===== src/rtl/comparador_pkg.sv =====
// Shared encodings for the left-to-right comparison cell and its serial wrapper.
package comparador_pkg;

    typedef enum logic [1:0] {
        REL_EQ = 2'b00,
        REL_GT = 2'b01,
        REL_LT = 2'b10
    } rel_t;

    typedef enum logic [1:0] {
        MODE_LE = 2'b00,
        MODE_LT = 2'b01,
        MODE_EQ = 2'b10,
        MODE_GT = 2'b11
    } mode_t;

    typedef enum logic [1:0] {
        IDLE  = 2'b00,
        SHIFT = 2'b01,
        DONE  = 2'b10
    } state_t;

    // Maps the final A-vs-B relation onto the requested predicate.
    function automatic logic eval_mode(input rel_t rel, input mode_t mode);
        logic z;
        z = 1'b0;
        case (mode)
            MODE_LE: z = (rel == REL_LT) || (rel == REL_EQ);
            MODE_LT: z = (rel == REL_LT);
            MODE_EQ: z = (rel == REL_EQ);
            MODE_GT: z = (rel == REL_GT);
            default: z = 1'b0;
        endcase
        return z;
    endfunction

endpackage


===== src/rtl/celda_comparadora.sv =====
// Single iterative cell of the MSB-first comparison chain: folds one bit pair
// into the running relation. Purely combinational.
module celda_comparadora
    import comparador_pkg::*;
(
    input  rel_t rel,
    input  logic a,
    input  logic b,
    output rel_t rel_next
);

    always_comb begin
        rel_next = rel;
        // GT and LT are absorbing; only an undecided relation can change
        if (rel == REL_EQ && a != b)
            rel_next = a ? REL_GT : REL_LT;
    end

endmodule


===== src/rtl/comparador_serial_izq_der.sv =====
// Serial MSB-first unsigned comparator, one bit per clock, with start/busy/done.
// Optional macro EARLY_TERM_EN: finish at the first differing bit pair.
module comparador_serial_izq_der
    import comparador_pkg::*;
#(
    parameter int N = 4
) (
    input  logic         clk,
    input  logic         rst,
    input  logic         start,
    input  logic [N-1:0] A,
    input  logic [N-1:0] B,
    input  logic [1:0]   mode,
    output logic         busy,
    output logic         done,
    output logic         Zout
);

    localparam int IW = $clog2(N);

    state_t          state;
    logic [N-1:0]    a_reg;
    logic [N-1:0]    b_reg;
    mode_t           mode_reg;
    logic [IW-1:0]   idx;
    rel_t            rel;
    rel_t            rel_next;
    logic            finish;

    celda_comparadora u_celda (
        .rel      (rel),
        .a        (a_reg[idx]),
        .b        (b_reg[idx]),
        .rel_next (rel_next)
    );

`ifdef EARLY_TERM_EN
    // Relation is still EQ on entry to every SHIFT edge here, so any change
    // means this bit pair decided the outcome.
    assign finish = (idx == '0) || (rel_next != REL_EQ);
`else
    assign finish = (idx == '0);
`endif

    always_ff @(posedge clk) begin
        if (rst) begin
            state    <= IDLE;
            a_reg    <= '0;
            b_reg    <= '0;
            mode_reg <= MODE_LE;
            idx      <= '0;
            rel      <= REL_EQ;
            busy     <= 1'b0;
            done     <= 1'b0;
            Zout     <= 1'b0;
        end else begin
            case (state)
                // DONE accepts a start too, giving N+1 cycle back-to-back spacing
                IDLE, DONE: begin
                    done <= 1'b0;
                    if (start) begin
                        a_reg    <= A;
                        b_reg    <= B;
                        mode_reg <= mode_t'(mode);
                        idx      <= IW'(N - 1);
                        rel      <= REL_EQ;
                        busy     <= 1'b1;
                        state    <= SHIFT;
                    end else begin
                        busy  <= 1'b0;
                        state <= IDLE;
                    end
                end
                SHIFT: begin
                    rel <= rel_next;
                    if (finish) begin
                        state <= DONE;
                        done  <= 1'b1;
                        Zout  <= eval_mode(rel_next, mode_reg);
                    end else begin
                        idx <= idx - 1'b1;
                    end
                end
                default: begin
                    state <= IDLE;
                    busy  <= 1'b0;
                    done  <= 1'b0;
                end
            endcase
        end
    end

endmodule


===== config.mk =====
export PLATFORM = sky130hd
export DESIGN_NAME = comparador_serial_izq_der
export DESIGN_NICKNAME = d
export VERILOG_FILES = /design/src/rtl/comparador_pkg.sv /design/src/rtl/celda_comparadora.sv /design/src/rtl/comparador_serial_izq_der.sv
export SDC_FILE = /design/constraint.sdc
export NUM_CORES = 1
export LEC_CHECK = 0
export CAP_MARGIN = 0
export CORE_MARGIN = 10
export CORE_UTILIZATION = 51
export CTS_CLUSTER_DIAMETER = 40
export CTS_CLUSTER_SIZE = 28
export DETAILED_ROUTE_END_ITERATION = 16
export GPL_TIMING_DRIVEN = 0
export PLACE_DENSITY = 0.89
export RECOVER_POWER = 50
export SETUP_SLACK_MARGIN = 0.3
export SLEW_MARGIN = 5
export SYNTH_ARGS = -nofsm -noshare
export SYNTH_HDL_FRONTEND = slang
export SYNTH_SLANG_ARGS = --single-unit

===== constraint.sdc =====
create_clock -name clk -period 3.9 [get_ports clk]
set_input_delay 0.585 -clock clk [delete_from_list [all_inputs] [get_ports clk]]
set_output_delay 0.585 -clock clk [all_outputs]
set_load 0.01 [all_outputs]

==> results of run 1 <==
==> how the worst max path moves through the flow <==
stage	cells after the start	end	from	slack, ns
after CTS	6	idx[1]$_SDFFE_PP0P_	idx[0]$_SDFFE_PP0P_	2.10
final	5	Zout$_SDFFE_PP0P_	idx[1]$_SDFFE_PP0P_	1.94
after global routing	6	idx[1]$_SDFFE_PP0P_	idx[1]$_SDFFE_PP0P_	1.85
after global placement	5	mode_reg[1]$_SDFFE_PP0P_	start	1.92
after detailed placement	5	b_reg[1]$_SDFFE_PP0P_	start	1.84
after floorplan	5	Zout$_SDFFE_PP0P_	idx[1]$_SDFFE_PP0P_	2.35
==> metrics by stage <==
stage / setup WS [ns] / instance area [um^2]
floorplan: 2.35 / 965
global placement: 1.92 / 1140
detailed placement: 1.84 / 1140
CTS: 2.10 / 1160
global route: 1.85 / 1160
finish: 1.94 / 1160
==> worst max-delay path: cells and delay by family, from the launching register on <==
family	cells	cell delay [ns]
flip-flops	1	0.35
multiplexers	1	0.36
AND/OR/NAND/NOR	2	0.53
buffers and inverters	1	0.41
AO/OA/AOI/OAI	1	0.21
==> cell type report <==
cell class	count	area, um^2
Tap cell	25	31.3
Sequential cell	19	380
Timing Repair Buffer	14	140
Buffer	7	26.3
Fill cell	170	608
Multi-Input combinational cell	91	539
Inverter	3	11.3
Clock buffer	3	22.5
Clock inverter	1	5.00
==> routing by layer <==
| layer | GRT usage | share of wire | vias up |
|---|---|---|---|
| met3 | 0.0406 | 0.066 | 5 |
| met4 | 0.0519 | 0.014 | 0 |
| met5 | 0 | 0 | - |
| li1 | - | - | 455 |
| met2 | 0.181 | 0.47 | 28 |
| met1 | 0.116 | 0.45 | 392 |
==> layout by cell type, fill, tap and decap left out, drive strengths merged, types with 2 or more instances in the layout <==
| master | instances |
|---|---|
| nor3b | 2 |
| clkdlybuf4s50 | 13 |
| nor2b | 2 |
| a211oi | 3 |
| nor2 | 5 |
| and3b | 2 |
| or3 | 2 |
| nand4 | 4 |
| o21ai | 5 |
| mux2 | 3 |
| dfxtp | 19 |
| nand2 | 24 |
| clkbuf | 10 |
| inv | 3 |
| nand2b | 8 |
| mux2i | 2 |
| nor3 | 5 |
| a21oi | 15 |
==> power groups by stage <==
stage / Combinational (W) / Clock, W / Sequential [W]
after global placement: 0.0000903 / 0 / 0.000220
after floorplan: 0.0000639 / 0 / 0.000220
after detailed placement: 0.0000936 / 0 / 0.000221
final: 0.0000930 / 0.000100 / 0.000217
after CTS: 0.0000943 / 0.000101 / 0.000217
after global routing: 0.000103 / 0.000114 / 0.000219
==> cell families (layout without fill, tap and decap cells) <==
logic type | Yosys count | in the layout | synth area share
adder cells (fa/ha/maj) | 1 | 1 | 0.0130
AO/OA/AOI/OAI | 27 | 27 | 0.165
buffers and inverters | 10 | 28 | 0.0467
AND/OR/NAND/NOR | 57 | 57 | 0.309
multiplexers | 5 | 5 | 0.0636
XOR/XNOR | 1 | 1 | 0.00908
flip-flops | 19 | 19 | 0.394
==> results.yml, run 1 <==
sta:
  hold_viol: 0
  final.min_clock_period_ns: 1.96
  fin_hold_ws_ns: 0.474
  tightest_slew_ns: 0.503
  slew_violations: 0
  clock.fmax_mhz: 510
  setup_tns_ns: 0
  slew_headroom: 0.665
  rsz0062_at_grt: "false"
  finalCritPeriodShare: 0.503
  worst_clock_skew_ns: 0.00465
  setup_viol_count_final: 0
yosys:
  synth_top_area_share: 0.394
  async_reset_ff_frac: 0
  yosys.area.top_type: "dfxtp_1"
  synth_cell_types: 30
  yosysMostFrequentCell: "nand2_1"
  ys_ff_latch: 19
  syn_area_per_cell_um2: 8.04
  synth-main-ff-cell: "dfxtp_1"
  synth.cell_area_um2: 965
  synth_area_leaders: "dfxtp_1 (39%), nand2_1 (9.3%), a21oi_1 (7.3%)"
  synth_common_cells: "nand2_1 (24), dfxtp_1 (19), a21oi_1 (14), nand2b_1 (8), clkbuf_1 (6)"
  synth_warnings: 0
  syn-num-nets: 134
  synth-edff-count: 0
  syn_inst: 120
  yosysSeqAreaShare: 0.394
critical_path:
  path_class: "flop to flop"
  r2r-end: "Zout$_SDFFE_PP0P_"
  start_kind: "flop"
  cpPeakStageDelay_ns: 0.45
  reg2regPathDepth: 5
  cp-end-kind: "flop"
  arrival_ns: 2.15
  timing.rr.start: "idx[1]$_SDFFE_PP0P_"
  crit_chain: "clkbuf_1 > mux2_4 > or3_2 > a31oi_1 > nor3_1"
  critPathRequiredTime_ns: 4.09
  crit_slowest_cell: "or3_2"
  r2r_slack_ns: 1.94
  path_max_fanout: 10
worst_hold_path:
  min_to: "a_reg[0]$_SDFFE_PP0P_"
  hp-start: "a_reg[0]$_SDFFE_PP0P_"
  hp-class: "flop to flop"
  hold_depth: 2
global_routing:
  grt_pass1_vias: 868
  grt_max_degree: 12
  grt_use_total: 0.108
  antenna_found_initial: 0
  grt.overflow.total: 0
  grt_pass1_wl_um: 3620
drt:
  vias_per_cell: 5.40
  avgRoutedWirePerCell_um: 13.0
  detail-route-antenna-nets: 0
  wirelength_um: 2120
  drt_first_pass_iters: 4
  routed-via-count: 880
  remaining_drc_errors: 0
  drt_iter0_drc: 21
cts:
  cts_tree: "yes"
  clock-sinks: 19
  clk_path_buf_depth: 2
  post_cts.repair.setup_buffers: 0
  clk_latency_ns: 0.30
  cts_inserted_buffers: 3
  cts-root-buf: "clkbuf_4"
  cts-resized-gates: 0
  clkTransAtPathRegs_ns: 0.11
  cts_hold_buf: 0
  htreeDepth: 1
die:
  die_area_um2: 4030
  fp-row-count: 15
  die_w_um: 63.5
  die_height_um: 63.5
  coreArea_um2: 1760
  initial_core_util: 0.547
  num_io_pins: 16
final_layout:
  finalCoreUtilization: 0.655
  stdcell_count: 163
  drive_gt1_frac: 0.0652
  num_antenna_cells: 0
  fin_nets: 153
  synthToLayoutAreaGrowth_pct: 19.8
power:
  comb_power_share: 0.227
  ir_drop_mv: 0.248
  clock_power_share: 0.245
  p_sw_w: 0.000120
  power_density_nw_per_um2: 354
  fin_total_pwr_w: 0.000410
  netSwitchingFraction: 0.294
  seq_power_share: 0.528
  leakagePower_nw: 0.416
  p_int_w: 0.000289
job:
  drv_cap: 0
placement:
  dp_cells: 159
  place_congestion: 0.928
  portBuffers: 14
  dp_hpwl_um: 1640
run_status:
  status: "complete, no violations"
Note: power is estimated with default switching activity, not from simulation.
==> run 2: changes to the inputs <==
clock period = 1.9 ns   (was 3.9 ns; I/O delays follow)
==> run 2 against run 1 <==
  * Non-clock buffer count increased by 3
  * Fmax increased by 20%
  * First-iteration DRC count increased by 52%
  * Cell count increased by 1.8%
  * Global-route usage increased by 0.25 points
  * Critical endpoint is now rel[1]$_SDFFE_PP0P_
  * Largest power group unchanged
==> results.yml, run 2 (synthesis gave the netlist of run 1 again) <==
run_status:
  status: "complete, no violations"
sta:
  hold_viol: 0
  setup_viol_count_final: 0
  clock.fmax_mhz: 614
  finalCritPeriodShare: 0.858
  final.min_clock_period_ns: 1.63
  worst_clock_skew_ns: 0.00841
  slew_headroom: 0.676
  tightest_slew_ns: 0.486
  rsz0062_at_grt: "true"
  slew_violations: 0
  setup_tns_ns: 0
  fin_hold_ws_ns: 0.390
final_layout:
  fin_nets: 156
  final_cell_mix: "nand2_1 (24), dfxtp_1 (19), a21oi_1 (14)"
  synthToLayoutAreaGrowth_pct: 28.0
  nFillCells: 157
  drive_gt1_frac: 0.163
  final_common_cell: "nand2_1"
  num_antenna_cells: 0
critical_path:
  cp-end-kind: "flop"
  timing.rr.start: "idx[1]$_SDFFE_PP0P_"
  r2r_slack_ns: 0.27
  arrival_ns: 1.87
  path_class: "flop to flop"
  start_kind: "flop"
  reg2regPathDepth: 4
  crit_start: "idx[1]$_SDFFE_PP0P_"
  critPathCapture: "rel[1]$_SDFFE_PP0P_"
  r2r-end: "rel[1]$_SDFFE_PP0P_"
  path_max_fanout: 5
  critPathRequiredTime_ns: 2.14
power:
  leakagePower_nw: 0.455
  power_density_nw_per_um2: 708
  ir_drop_mv: 0.496
job:
  drv_cap: 0
drt:
  remaining_drc_errors: 0
  avgRoutedWirePerCell_um: 13.5
  routed-via-count: 904
  detail-route-antenna-nets: 0
  drt_first_pass_iters: 4
  drt_iter0_drc: 32
  vias_per_cell: 5.45
  wirelength_um: 2230
die:
  die_height_um: 63.5
  die_w_um: 63.5
  die_area_um2: 4030
  fp-row-count: 15
  coreArea_um2: 1760
  num_io_pins: 16
  initial_core_util: 0.547
cts:
  clkTransAtPathRegs_ns: 0.11
  htreeDepth: 1
  clk_path_buf_depth: 2
  cts_hold_buf: 0
  cts_inserted_buffers: 3
  cts-root-buf: "clkbuf_4"
  clk_latency_ns: 0.30
  cts_tree: "yes"
  clock-sinks: 19
global_routing:
  grt_max_degree: 12
  grt_pass1_wl_um: 3710
  grt.overflow.total: 0
  grt_use_total: 0.110
  grt_pass1_vias: 896
  antenna_found_initial: 0
placement:
  portBuffers: 14
  place_congestion: 0.928
  dp_hpwl_um: 1640
worst_hold_path:
  hp-class: "input pin to flop"
==> run 2: changes by cell type in the layout (fill, tap and decap cells not counted), moves of 2 or more <==
cell,previous run,this run
o21ai_0,5,3
o21ai_1,0,2
clkbuf_1,7,4
buf_4,0,3
==> run 2: how the worst min path moves through the flow <==
stage | cells after the start | end | slack (ns) | start
4_1_cts | 2 | rel[0]$_SDFFE_PP0P_ | 0.40 | rst
6_report | 2 | rel[0]$_SDFFE_PP0P_ | 0.39 | rst
5_1_grt | 2 | rel[0]$_SDFFE_PP0P_ | 0.39 | rst
3_3_place_gp | 2 | a_reg[0]$_SDFFE_PP0P_ | 0.44 | a_reg[0]$_SDFFE_PP0P_
3_5_place_dp | 2 | a_reg[2]$_SDFFE_PP0P_ | 0.46 | a_reg[2]$_SDFFE_PP0P_
2_1_floorplan | 2 | a_reg[0]$_SDFFE_PP0P_ | 0.42 | A[0]
==> run 2: layout make-up <==
class	instances	area (um^2)	share of cell area
flip-flops and latches	19	380	0.308
plain buffers	7	36.3	0.0294
repair buffers	17	163	0.132
multi-input cells	91	586	0.474
inverters	3	11.3	0.00912
clock inverters	1	5.00	0.00405
well taps	25	31.3	0.0253
clock buffers	3	22.5	0.0182
==> run 2: critical path: stages (launching register included) <==
cell	delay, ns
dfxtp_1	0.37
mux2_2	0.39
or3_4	0.35
a211o_1	0.32
a21oi_2	0.13
==> run 2: power by group <==
group          total, W  switching (W)  internal, W  leakage [nW]
registers      0.000445      0.0000203     0.000425         0.156
clock network  0.000207       0.000128    0.0000785        0.0177
logic          0.000222       0.000112     0.000111         0.281
==> run 2: metrics by stage <==
step | power, W | worst slack [ns] | util | instances | area, um^2
final | 0.000874 | 0.271 | 0.700 | 166 | 1230
after global routing | 0.000931 | 0.234 | 0.700 | 166 | 1230
after CTS | 0.000858 | 0.309 | 0.679 | 165 | 1200
after detailed placement | 0.000646 | 0.141 | 0.644 | 159 | 1140
after global placement | 0.000637 | 0.213 | 0.644 | 159 | 1140
after floorplan | 0.000582 | 0.349 | - | 120 | 965
==> run 2: timing repair <==
action / in CTS / in global routing
setup buffers: 2 / 1
resized for setup: 6 / 13
setup endpoints to repair: 4 / 12
pin swaps: 1 / 2
==> run 2: layer usage <==
metal / up-vias / routed length (um) / GRT usage
li1: 461 / - / -
met1: 406 / 1030 / 0.120
met2: 32 / 1030 / 0.185
met3: 5 / 139 / 0.0406
met4: 0 / 31 / 0.0519
met5: - / 0 / 0
